`src/rtl/fetch_pkg.sv`:
```
// Shared types for pixel_fetch: FSM encoding, tag FIFO entry, default depth.
// The tag coordinate fields are sized for the largest supported image.
package fetch_pkg;

    localparam int DEF_DEPTH = 4;
    localparam int TAG_CW    = 16;

    typedef enum logic [1:0] {
        ST_IDLE,
        ST_CLEAR,
        ST_ISSUE,
        ST_DRAIN
    } state_e;

    typedef struct packed {
        logic [TAG_CW-1:0] x;
        logic [TAG_CW-1:0] y;
        logic              last;
    } tag_t;

    function automatic tag_t make_tag(
        input logic [TAG_CW-1:0] x,
        input logic [TAG_CW-1:0] y,
        input logic              last
    );
        tag_t t;
        t.x    = x;
        t.y    = y;
        t.last = last;
        return t;
    endfunction

endpackage

```
`src/rtl/sync_fifo.sv`:
```
// Single-clock FIFO with first-word fall-through read port.
// A push into a full FIFO is accepted when a pop happens in the same cycle.
module sync_fifo
    import fetch_pkg::*;
#(
    parameter int WIDTH = 8,
    parameter int DEPTH = DEF_DEPTH
) (
    input  logic                   clk,
    input  logic                   rst,
    input  logic                   push,
    input  logic [WIDTH-1:0]       wdata,
    input  logic                   pop,
    output logic [WIDTH-1:0]       rdata,
    output logic                   full,
    output logic                   empty,
    output logic [$clog2(DEPTH):0] count
);

    localparam int AW = $clog2(DEPTH);
    localparam logic [AW-1:0] PTR_ONE  = AW'(1);
    localparam logic [AW:0]   CNT_ONE  = (AW+1)'(1);
    localparam logic [AW:0]   CNT_FULL = (AW+1)'(DEPTH);

    logic [WIDTH-1:0] mem_q [DEPTH];
    logic [AW-1:0]    wr_q, wr_d;
    logic [AW-1:0]    rd_q, rd_d;
    logic [AW:0]      cnt_q, cnt_d;
    logic             do_push, do_pop;

    assign empty   = (cnt_q == '0);
    assign full    = (cnt_q == CNT_FULL);
    assign count   = cnt_q;
    assign rdata   = mem_q[rd_q];
    assign do_pop  = pop && !empty;
    assign do_push = push && (!full || do_pop);

    always_comb begin
        wr_d  = wr_q;
        rd_d  = rd_q;
        cnt_d = cnt_q;
        if (do_push) wr_d = wr_q + PTR_ONE;
        if (do_pop)  rd_d = rd_q + PTR_ONE;
        if (do_push && !do_pop) cnt_d = cnt_q + CNT_ONE;
        else if (do_pop && !do_push) cnt_d = cnt_q - CNT_ONE;
    end

    always_ff @(posedge clk or posedge rst) begin
        if (rst) begin
            wr_q  <= '0;
            rd_q  <= '0;
            cnt_q <= '0;
        end else begin
            wr_q  <= wr_d;
            rd_q  <= rd_d;
            cnt_q <= cnt_d;
        end
    end

    always_ff @(posedge clk) begin
        if (do_push) mem_q[wr_q] <= wdata;
    end

endmodule

```
`src/rtl/pixel_fetch.sv`:
```
// Frame pixel fetcher: issues raster reads, pairs returns with their positions.
// Optional statistics counters are built with PIXEL_FETCH_STATS_EN defined.
module pixel_fetch
    import fetch_pkg::*;
#(
    parameter int X_MAX  = 64,
    parameter int Y_MAX  = 64,
    parameter int ADDR_W = 16,
    parameter int DATA_W = 8,
    parameter int DEPTH  = DEF_DEPTH,
    localparam int XW    = $clog2(X_MAX),
    localparam int YW    = $clog2(Y_MAX)
) (
    input  logic              clk,
    input  logic              rst,
    input  logic              start,
    input  logic [XW-1:0]     img_w,
    input  logic [YW-1:0]     img_h,
    input  logic [ADDR_W-1:0] base_addr,
    input  logic [XW-1:0]     curr_x,
    input  logic [YW-1:0]     curr_y,
    input  logic              end_pos,
    output logic              update_pos,
    output logic              new_trans,
    output logic              mem_req,
    output logic [ADDR_W-1:0] mem_addr,
    input  logic              mem_gnt,
    input  logic              mem_rvalid,
    input  logic [DATA_W-1:0] mem_rdata,
    output logic              px_valid,
    input  logic              px_ready,
    output logic [DATA_W-1:0] px_data,
    output logic [XW-1:0]     px_x,
    output logic [YW-1:0]     px_y,
    output logic              px_last,
    output logic              busy,
    output logic              done
`ifdef PIXEL_FETCH_STATS_EN
    ,
    output logic [15:0]       stall_cycles,
    output logic [15:0]       bp_cycles
`endif
);

    localparam int CW = $clog2(DEPTH) + 1;

    state_e            state_q, state_d;
    logic [ADDR_W-1:0] base_q, base_d;
    logic [XW-1:0]     w_q, w_d;
    logic              start_acc;
    logic              grant;
    logic              px_fire;
    logic [ADDR_W-1:0] addr_calc;
    tag_t              tag_wr, tag_rd;
    logic              tag_full, tag_empty;
    logic              dat_full, dat_empty;
    logic [CW-1:0]     tag_cnt, dat_cnt;
    logic [DATA_W-1:0] dat_rd;
    logic              dat_push;
    logic              unused_sig;

    assign start_acc = (state_q == ST_IDLE) && start;
    assign grant     = mem_req && mem_gnt;
    assign busy      = (state_q != ST_IDLE);

    // The full product is kept to ADDR_W bits; overflow wraps by design.
    assign addr_calc = base_q
                     + ADDR_W'(curr_y) * ADDR_W'(w_q)
                     + ADDR_W'(curr_x);
    assign mem_addr  = (state_q == ST_ISSUE) ? addr_calc : '0;

    always_comb begin
        base_d = base_q;
        w_d    = w_q;
        if (start_acc) begin
            base_d = base_addr;
            w_d    = img_w;
        end
    end

    always_ff @(posedge clk or posedge rst) begin
        if (rst) begin
            state_q <= ST_IDLE;
            base_q  <= '0;
            w_q     <= '0;
        end else begin
            state_q <= state_d;
            base_q  <= base_d;
            w_q     <= w_d;
        end
    end

    // A pop frees its credit in the same cycle, so a full tag FIFO can still grant.
    always_comb begin
        state_d    = state_q;
        new_trans  = 1'b0;
        mem_req    = 1'b0;
        update_pos = 1'b0;
        done       = 1'b0;
        unique case (state_q)
            ST_IDLE: begin
                if (start) state_d = ST_CLEAR;
            end
            ST_CLEAR: begin
                new_trans = 1'b1;
                state_d   = ST_ISSUE;
            end
            ST_ISSUE: begin
                mem_req = !tag_full || px_fire;
                if (mem_req && mem_gnt) begin
                    if (end_pos) state_d = ST_DRAIN;
                    else update_pos = 1'b1;
                end
            end
            ST_DRAIN: begin
                if (px_fire && px_last) begin
                    done    = 1'b1;
                    state_d = ST_IDLE;
                end
            end
            default: state_d = ST_IDLE;
        endcase
    end

    assign tag_wr = make_tag(TAG_CW'(curr_x), TAG_CW'(curr_y), end_pos);

    sync_fifo #(
        .WIDTH ($bits(tag_t)),
        .DEPTH (DEPTH)
    ) u_tag_fifo (
        .clk   (clk),
        .rst   (rst),
        .push  (grant),
        .wdata (tag_wr),
        .pop   (px_fire),
        .rdata (tag_rd),
        .full  (tag_full),
        .empty (tag_empty),
        .count (tag_cnt)
    );

    // Returns landing while idle belong to an aborted frame and are dropped.
    assign dat_push = mem_rvalid && busy;

    sync_fifo #(
        .WIDTH (DATA_W),
        .DEPTH (DEPTH)
    ) u_dat_fifo (
        .clk   (clk),
        .rst   (rst),
        .push  (dat_push),
        .wdata (mem_rdata),
        .pop   (px_fire),
        .rdata (dat_rd),
        .full  (dat_full),
        .empty (dat_empty),
        .count (dat_cnt)
    );

    assign px_valid = !dat_empty;
    assign px_fire  = px_valid && px_ready;
    assign px_data  = px_valid ? dat_rd : '0;
    assign px_x     = px_valid ? tag_rd.x[XW-1:0] : '0;
    assign px_y     = px_valid ? tag_rd.y[YW-1:0] : '0;
    assign px_last  = px_valid && tag_rd.last;

    assign unused_sig = ^{img_h, tag_rd, tag_empty, tag_cnt, dat_full, dat_cnt};

`ifdef PIXEL_FETCH_STATS_EN
    logic [15:0] stall_q, stall_d;
    logic [15:0] bp_q, bp_d;

    always_comb begin
        stall_d = stall_q;
        bp_d    = bp_q;
        if (start_acc) begin
            stall_d = '0;
            bp_d    = '0;
        end else begin
            if ((state_q == ST_ISSUE) && mem_req && !mem_gnt
                && (stall_q != 16'hFFFF))
                stall_d = stall_q + 16'd1;
            if (px_valid && !px_ready && (bp_q != 16'hFFFF))
                bp_d = bp_q + 16'd1;
        end
    end

    always_ff @(posedge clk or posedge rst) begin
        if (rst) begin
            stall_q <= '0;
            bp_q    <= '0;
        end else begin
            stall_q <= stall_d;
            bp_q    <= bp_d;
        end
    end

    assign stall_cycles = stall_q;
    assign bp_cycles    = bp_q;
`endif

endmodule

```
`config.mk`:
```
export PLATFORM = sky130hd
export DESIGN_NAME = pixel_fetch
export DESIGN_NICKNAME = d
export VERILOG_FILES = /design/src/rtl/fetch_pkg.sv /design/src/rtl/sync_fifo.sv /design/src/rtl/pixel_fetch.sv
export SDC_FILE = /design/constraint.sdc
export NUM_CORES = 1
export LEC_CHECK = 0
export ABC_AREA = 1
export CAP_MARGIN = 20
export CORE_ASPECT_RATIO = 1.1
export CORE_UTILIZATION = 56
export CTS_BUF_LIST = sky130_fd_sc_hd__clkbuf_16
export CTS_CLUSTER_DIAMETER = 120
export CTS_CLUSTER_SIZE = 10
export DETAILED_ROUTE_END_ITERATION = 8
export GPL_ROUTABILITY_DRIVEN = 0
export GPL_TIMING_DRIVEN = 1
export PLACE_DENSITY = 0.81
export SLEW_MARGIN = 25
export SYNTH_ARGS = -nofsm -noshare
export SYNTH_HDL_FRONTEND = slang
export SYNTH_SLANG_ARGS = --single-unit
```
`constraint.sdc`:
```
create_clock -name clk -period 6.8 [get_ports clk]
set_input_delay 1.36 -clock clk [delete_from_list [all_inputs] [get_ports clk]]
set_output_delay 1.36 -clock clk [all_outputs]
set_load 0.1 [all_outputs]
```
## Word-level counts from Yosys, hierarchy flattened

Memory sizes are Yosys's and may differ from the RTL's.
Index checks and enable logic that the tools add are counted.

- $add $sub $neg: 10
- $mul: 1
- Equality and inequality tests: 9
- Mux-type cells: 24
- Reduce and logical (&&, ||, !) cells: 33

Operators with widths:

| cell | count |
|---|---|
| adder 16 x 12 -> 16 bit | 1 |
| adder 16 x 6 -> 16 bit | 1 |
| 2-to-1 mux 16 bit | 1 |
| logical AND 1 bit | 15 |
| multiplier 6 x 6 -> 12 bit | 1 |
| 2-to-1 mux 3 bit | 4 |
| 2-to-1 mux 6 bit | 2 |
| 2-to-1 mux 1 bit | 11 |
| adder 2 x 1 -> 2 bit (second input constant) | 4 |
| logical NOT 1 bit | 8 |
| 2-to-1 mux 2 bit | 4 |
| 2-to-1 mux 8 bit | 1 |
| one-hot mux 2 bit (4 select lines) | 1 |
| adder 3 x 1 -> 3 bit (second input constant) | 2 |
| equality test 3 bit (second input constant) | 2 |
| logical NOT 3 bit | 2 |
| inequality test 2 bit (second input constant) | 3 |
| nonzero test 2 bit | 3 |
| subtractor 3 x 1 -> 3 bit (second input constant) | 2 |
| equality test 2 bit (second input constant) | 2 |
| AND reduction 4 bit | 1 |
| logical OR 1 bit | 3 |
| equality test 2 x 1 -> 1 bit (second input constant) | 1 |
| logical NOT 2 bit | 1 |
| inequality test 2 x 1 -> 1 bit (second input constant) | 1 |

- Register bits after elaboration: 38
- Memory bits (writable): 84
- Output and inout port bits: 43
- Word-level logic and storage cells: 88
- Memories: 2

Memory list:

| name | words | width | rd ports | clocked after Yosys merged registers in | write ports | RTL line | source |
|---|---|---|---|---|---|---|---|
| u_tag_fifo.mem_q | 4 | 13 | 1 | 0 | 1 | sync_fifo.sv:25 | `logic [WIDTH-1:0] mem_q [DEPTH];` |
| u_dat_fifo.mem_q | 4 | 8 | 1 | 0 | 1 | sync_fifo.sv:25 |  |

## Depth between registers and ports, before layout

- Depth after elaboration: 11
- Gate-level depth with buffers: 20

## Modules after synthesis

A second synthesis with hierarchy kept.

- Cell total of the unflattened synthesis: 1034
- Area, all modules: 10535.1 um2

By module, submodules not included:

| module | times used | cells an instance | area an instance (um2) |
|---|---|---|---|
| sync_fifo at u_tag_fifo | 1 | 416 | 5467.7 |
| pixel_fetch | 1 | 470 | 3359.5 |
| sync_fifo at u_dat_fifo | 1 | 148 | 1707.9 |

## Least setup slack after synthesis

OpenSTA, ideal clock, no wires.

- Kind: input to output
- Start point: input curr_y[3]
- End point: output mem_addr[10]
- Arrival: 5.878 ns
- Path slack: -0.438 ns
- Cell stages on the path: 17
- Path buffers: 0
- Path through: nand2_1 -> inv_1 -> fa_1 -> inv_1 -> fa_1 -> inv_1 -> fa_1 -> inv_1 -> fa_1 -> inv_1 -> ha_1 -> nand2_1 -> nand3_1 -> nand2_1 -> nand2_1 -> o21ai_1 -> a21oi_1

- Longest elaborated chain between the ends: 4

Ends and longest elaborated chain:

| what | RTL line | source |
|---|---|---|
| from (decl) | pixel_fetch.sv:21 | `input logic [YW-1:0] curr_y,` |
| multiplier 6 x 6 -> 12 bit | pixel_fetch.sv:68 | `+ ADDR_W'(curr_y) * ADDR_W'(w_q)` |
| adder 16 x 12 -> 16 bit | pixel_fetch.sv:68 |  |
| adder 16 x 6 -> 16 bit | pixel_fetch.sv:69 | `+ ADDR_W'(curr_x);` |
| 2-to-1 mux 16 bit | pixel_fetch.sv:70 | `assign mem_addr = (state_q == ST_ISSUE) ? addr_calc : '0;` |
| to (decl) | pixel_fetch.sv:26 | `output logic [ADDR_W-1:0] mem_addr,` |

No other way between the ends.

## Worst setup path in the final report

- Start point: input curr_y[0]
- End point: output mem_addr[15]

Same word-level chain as after synthesis.

==> metrics.md <==
| Metric | Value |
|---|---|
| CTS Buffer Depth | 2 |
| Crit path from | curr_y[0] |
| Post-Synth Adder-Cell Area | 0.173 |
| Worst reg2reg path endpoint | u_tag_fifo.count[2]$_DFFE_PP0P_ |
| Final hold vios | 0 |
| CP most frequent cell | fa_1 |
| Detail Route Antenna Nets | 0 |
| Avg Cell Area, Syn | ~9.5 um2 |
| Portion of netlist area occupied by mux cells | 0.0247 |
| Gr busiest metal | met2 |
| Setup TNS Final | 0 ns |
| Final #Nets | 1015 |
| Via density | about 5.4 |
| Worst Hold Class | reg -> reg |
| Post-synthesis xor/xnor area fraction | 0.0130 |
| RSZ-0062 raised after global routing | false |
| Top area cells in the synthesized netlist | edfxtp_1 35%, dfrtp_1 13%, fa_1 9.0% |
| Critical Path Max Stage Delay | approximately 0.56 ns |
| Cells after Synth | between 700 and 800 |
| Initial antenna violation count | 0 |
| Slew Limit Fails | 0 |
| Initial Utilization | 0.578 |
| R2r setup slk | about 4.2 ns |
| Crit path required time | between 5 and 6 ns |
| Clock slew at reported path FFs | 0.06 ns |
| Critical-path cell list | dlygate4sd2_1 -> nand2_1 -> fa_1 -> fa_1 -> inv_1 -> fa_1 -> inv_2 -> fa_1 -> inv_2 -> ha_4 -> nand2_2 -> nor2_2 -> nand2_1 -> nand3_2 -> nand2_2 -> nand3_1 -> nand2_1 -> nor2_2 -> buf_12 |
| Compound-Gate Fraction of Synth Area | 0.0652 |
| Total CTS buffers | 17 |
| Width of the die | between 100 and 150 um |
| R2r worst-path depth | 12 |
| Routed vias | 5652 |
| Final setup viols | 0 |
| Met2 Track Usage GR | 0.464 |
| WL/cell | 16.2 um |
| Synth-to-layout area growth | 26.9% |
| Setup crit end | mem_addr[15] |
| CTS root buf | clkbuf_16 |
| Row count | 43 |
| First-pass GRT wire length | about 28 mm |
| Share of layout cells above drive strength 1 | 0.147 |
| Detailed Place HPWL | ~11 mm |
| Simple-gate area share of the yosys netlist | 0.156 |
| Min Tclk post-route | approximately 6.6 ns |
| Hold buffers post-CTS | 0 |
| Clock insertion delay at the later pin of the skew report | 0.42 ns |
| GRT Util Overall | 0.267 |
| Number of global-route vias before repair | 5830 |
| Worst setup EP type | output pin |
| Slew @ Worst Pin | 0.996 ns |
| Startpoint Class | primary input |
| Syn Nets | roughly 900 |
| Mapped Area | between 7000 and 8000 um2 |
| Crit path max fanout | 4 |
| Initial DRT Pass Iterations | 5 |
| Post-CTS setup buffer count | 0 |
| PortBufs | 91 |
| Arr. time, crit path | around 5.3 ns |
| Die H | 122 um |
| Slew headroom | 0.334 |
| Commonest non-fill, non-tap cell in the layout | inv_1 |
| H-tree Lvls | 4 |
| Fmax | 151 MHz |
| Initial DRC Count | between 300 and 400 |
| MaxCap Viol Count | 0 |
| CTS Sinks | approximately 120 |
| Crit share post-route | 0.972 |
| Slowest CP cell | fa_1 |
| DRC viols | 0 |
| Distinct cells, synth | 33 |
| Synth Register Bits | between 100 and 150 |
| # diodes | 0 |
| Full die area | ~14000 um2 |
| Syn. warnings | 0 |
| Met3 Usage GRT | 0.0677 |
| Largest family of logic cells by synthesized area | adder cells |
| GRT overflow | 0 |
| Status | completed |
| Pin count of the biggest net entering global routing | 39 |
| Core area | between 10000 and 15000 um2 |
| Place WS | -0.225 ns |
| Setup ws final | between 0.15 and 0.2 ns |
| Global routing usage on met1 | 0.313 |
| Drt total wl | 17.0 mm |
| Commonest non-fill, non-tap cells in the layout | 144 x inv_1, 115 x nand2_1, 114 x nor2_1 |
| Sequential-to-total area share from yosys stat | 0.475 |
| WS Path Type | in -> out |
| I/O pins | 98 |
| Area leader, netlist | edfxtp_1 |
| Synth top area share | 0.345 |
| TritonCTS clock tree | yes |
| Clk_skew | roughly 0.0054 ns |
| Reg-to-reg critical path startpoint | state_q[0]$_DFFE_PP0P_ |
[cell usage after synthesis]
master / instances
nor2_2: 1
nand4_1: 2
a21o_1: 1
buf_4: 2
and2_1: 1
nand3b_1: 1
nand2_4: 4
nand2_8: 1
o22ai_1: 1
inv_4: 3
nand3_2: 4
ha_1: 48
nor2_1: 126
fa_1: 33
a21oi_1: 41
edfxtp_1: 84
clkbuf_1: 2
nand3_1: 14
buf_2: 13
nor2_4: 1
o21ai_1: 22
xnor2_1: 2
xor2_1: 7
dfrtp_1: 38
nand2_1: 119
inv_2: 6
inv_1: 145
o21ai_0: 26
mux2_2: 16
clkbuf_2: 1
xor2_2: 1
o21ai_2: 2
clkinv_1: 1
[critical path, delay by kind of cell]
family	cells	cell delay [ns]
buf+inv	5	0.66
fa+ha+maj	5	2.42
simple gates	9	0.81
[state kept, by name (all words and copies together), names as in the netlist]
| register | cells |
|---|---|
| state_q | 2 |
| u_dat_fifo.mem_q | 32 |
| u_tag_fifo.mem_q | 52 |
| u_dat_fifo.wr_q | 2 |
| u_dat_fifo.rd_q | 2 |
| u_dat_fifo.count | 3 |
| u_tag_fifo.count | 3 |
| base_q | 16 |
| u_tag_fifo.rd_q | 2 |
| w_q | 6 |
| u_tag_fifo.wr_q | 2 |
[metrics by stage]
| step | cells | hold WS (ns) | instance area, um2 | utilization |
|---|---|---|---|---|
| after floorplan | 769 | 0.484 | 7340 | - |
| after global placement | 1017 | 0.494 | 8610 | 0.681 |
| after detailed placement | 1017 | 0.506 | 8620 | 0.682 |
| after CTS | 1049 | 0.521 | 9240 | 0.731 |
| after global routing | 1049 | 0.538 | 9270 | 0.733 |
| final | 1049 | 0.518 | 9270 | 0.733 |
[kinds of logic (layout without fill, tap and decap cells)]
kind of cell | Yosys count | after routing
and+or+nand+nor | 274 | 274
AOI/OAI and AO/OA | 93 | 93
adders and majority gates | 81 | 81
muxes | 16 | 16
xor gates and xnor gates | 10 | 10
buffers and inverters | 173 | 296
DFF | 122 | 122
[worst min-delay path by stage]
stage,start,end,slack (ns),cells past startpoint
final,base_q[11]$_DFFE_PP0P_,base_q[11]$_DFFE_PP0P_,0.52,1
after CTS,base_q[1]$_DFFE_PP0P_,base_q[1]$_DFFE_PP0P_,0.52,1
after floorplan,base_q[0]$_DFFE_PP0P_,base_q[0]$_DFFE_PP0P_,0.48,1
after detailed placement,base_q[11]$_DFFE_PP0P_,base_q[11]$_DFFE_PP0P_,0.51,1
after global routing,base_q[11]$_DFFE_PP0P_,base_q[11]$_DFFE_PP0P_,0.54,1
after global placement,base_q[1]$_DFFE_PP0P_,base_q[1]$_DFFE_PP0P_,0.49,1
[metal layers]
layer,vias to the layer above,part of all wire
met1,2719,0.39
met2,246,0.52
li1,2645,-
met5,-,0
met4,0,0.025
met3,42,0.068
[layout make-up]
type	instances	area (um2)
well taps	157	196
repair buffers	109	1150
fillers	826	3370
inverters	155	589
clock inverters	15	175
flip-flops and latches	122	3470
clock buffers	17	425
multi-input cells	474	3260
[what timing repair did]
action	in CTS	in global routing
setup endpoints to repair	10	10
gates resized for setup	8	20
pin swaps	2	8
endpoints found under the hold margin	0	0
Power is not shown: default switching activity piles up to over one toggle a cycle in this logic, so the estimate is an artifact.
==> edit: new RTL, same settings <==
Change the parameter `Y_MAX` from 64 to 32.
--- a/src/rtl/pixel_fetch.sv
+++ b/src/rtl/pixel_fetch.sv
@@ -5,5 +5,5 @@
 #(
     parameter int X_MAX  = 64,
-    parameter int Y_MAX  = 64,
+    parameter int Y_MAX  = 32,
     parameter int ADDR_W = 16,
     parameter int DATA_W = 8,
Ports: changed (resized curr_y, img_h and px_y); port bits go from 98 to 95. The function was not compared with the original's and may differ.
==> edit against the unedited design <==
  * Routed wire length is 2.6% lower
  * Cell count down 4.5%
  * Die area shrank 5.7%
  * Setup slack gained 0.031 ns
  * Cell area is 4.8% lower
  * Sequential cell count is 4 lower
  * Synthesized area fell by 5.8%
  * Highest routed layer unchanged
Power is left out: the tool's default activity adds up to more than one toggle a clock period on the data nets, which glitch-free logic cannot reach.
==> edit: results (changes against the unedited design) <==
metric,value,unit,change
DR iter-0 viols,505,,+42%
top flop regs,"u_tag_fifo.mem_q: 48 flops, u_dat_fifo.mem_q: 32 flops, base_q: 16 flops",,
R2R setup slack,4.11,ns,-0.09 ns
"Seq/Total Area, Yosys",48.7,%,+1.2 points
dpl ws,-0.227,ns,-0.00137 ns
Post-Route WL,16500,um,-2.6%
ranking of synthesized cells by area,"edfxtp_1, dfrtp_1, ha_1, fa_1, inv_1",,
layout cell share with drive strength beyond 1,13.7,%,-1.0 points
HPWL after DPL,10900,um,-2.9%
number of global-route vias before repair,5717,,-1.9%
Crit Path Max Fanout,5,,+1
worst hold start,base_q[12],,
first-pass GRT wire length,26900,um,-2.4%
fin nets,961,,-5.3%
GRT Util Overall,28.3,%,+1.6 points
DR vias/cell,5.46,,+1.3%
Clock Skew,0.00477,ns,-0.000579 ns
# hold bufs at CTS,0,,unchanged
"EDFF count, synth",80,,-4.8%
Syn Nets,858,,-5.2%
"Endpoint, Worst Hold",base_q[12],,
largest net degree at the start of global routing,39,,unchanged
placed inst area,0.00816,sq mm,-5.4%
Slew headroom,34.7,%,+1.3 points
count of input and output buffers,89,,-2.2%
status,"finished, final reports clean",,
hold path cells,1,,unchanged
Max Root-Sink Buffers,2,,unchanged
Synth cell types,30,,-9.1%
most frequent cells after synthesis,"inv_1, nor2_1, nand2_1",,
Post-synth ARST share,32.2,%,+1.1 points
Arrival @ worst endpoint,5.22,ns,-0.03 ns
edit: worst max path at each step:
stage | from | end | slack [ns] | depth (start not counted)
after floorplan | curr_y[4] | mem_addr[5] | 0.001 | 13
after global placement | curr_y[4] | mem_addr[11] | -0.21 | 20
after detailed placement | curr_y[4] | mem_addr[11] | -0.23 | 20
after CTS | curr_y[3] | mem_addr[11] | 0.01 | 19
after global routing | curr_x[4] | mem_addr[10] | 0.01 | 19
final | curr_x[4] | mem_addr[10] | 0.22 | 19
edit: cell type report:
type | instances | area [sq um]
Clock buffer | 17 | 425
Timing Repair Buffer | 102 | 1100
Inverter | 133 | 499
Sequential cell | 118 | 3350
Tap cell | 154 | 193
Clock inverter | 14 | 224
Fill cell | 805 | 3160
Multi-Input combinational cell | 464 | 3030
edit: timing repair:
item / CTS / global route
cloned: 0 / 0
pin swaps: 1 / 2
gates resized for setup: 9 / 19
setup endpoints to repair: 12 / 11
buffers inserted: 0 / 0
hold endpoints to repair: 0 / 0
edit: critical path: cells and delay by family:
kind | cells | cell delay [ns]
buf+inv | 6 | 0.73
fa+ha+maj | 5 | 2.36
simple gates | 8 | 0.76
edit: through the flow:
step | TNS (ns) | hold WS (ns) | std cells | utilization [%]
after floorplan | 0 | 0.486 | 733 | -
after global placement | -1.57 | 0.495 | 971 | 68.0
after detailed placement | -1.83 | 0.511 | 971 | 68.1
after CTS | 0 | 0.522 | 1002 | 73.6
after global routing | 0 | 0.543 | 1002 | 73.7
final | 0 | 0.522 | 1002 | 73.7
edit: logic make-up after synthesis:
kind of cell             after synthesis  synth area share, %
multiplexers                          15                 2.45
AO/OA/AOI/OAI                         89                 6.60
adder cells (fa/ha/maj)               72                 16.0
buffers and inverters                151                 8.60
XOR/XNOR                               9                 1.15
flip-flops                           118                 48.7
AND/OR/NAND/NOR                      279                 16.5
edit: layer usage:
metal	share of wire, %	track usage (%)
met2	52	48.4
met4	3.6	15.9
met3	6.6	6.23
met5	0	0
met1	38	32.5
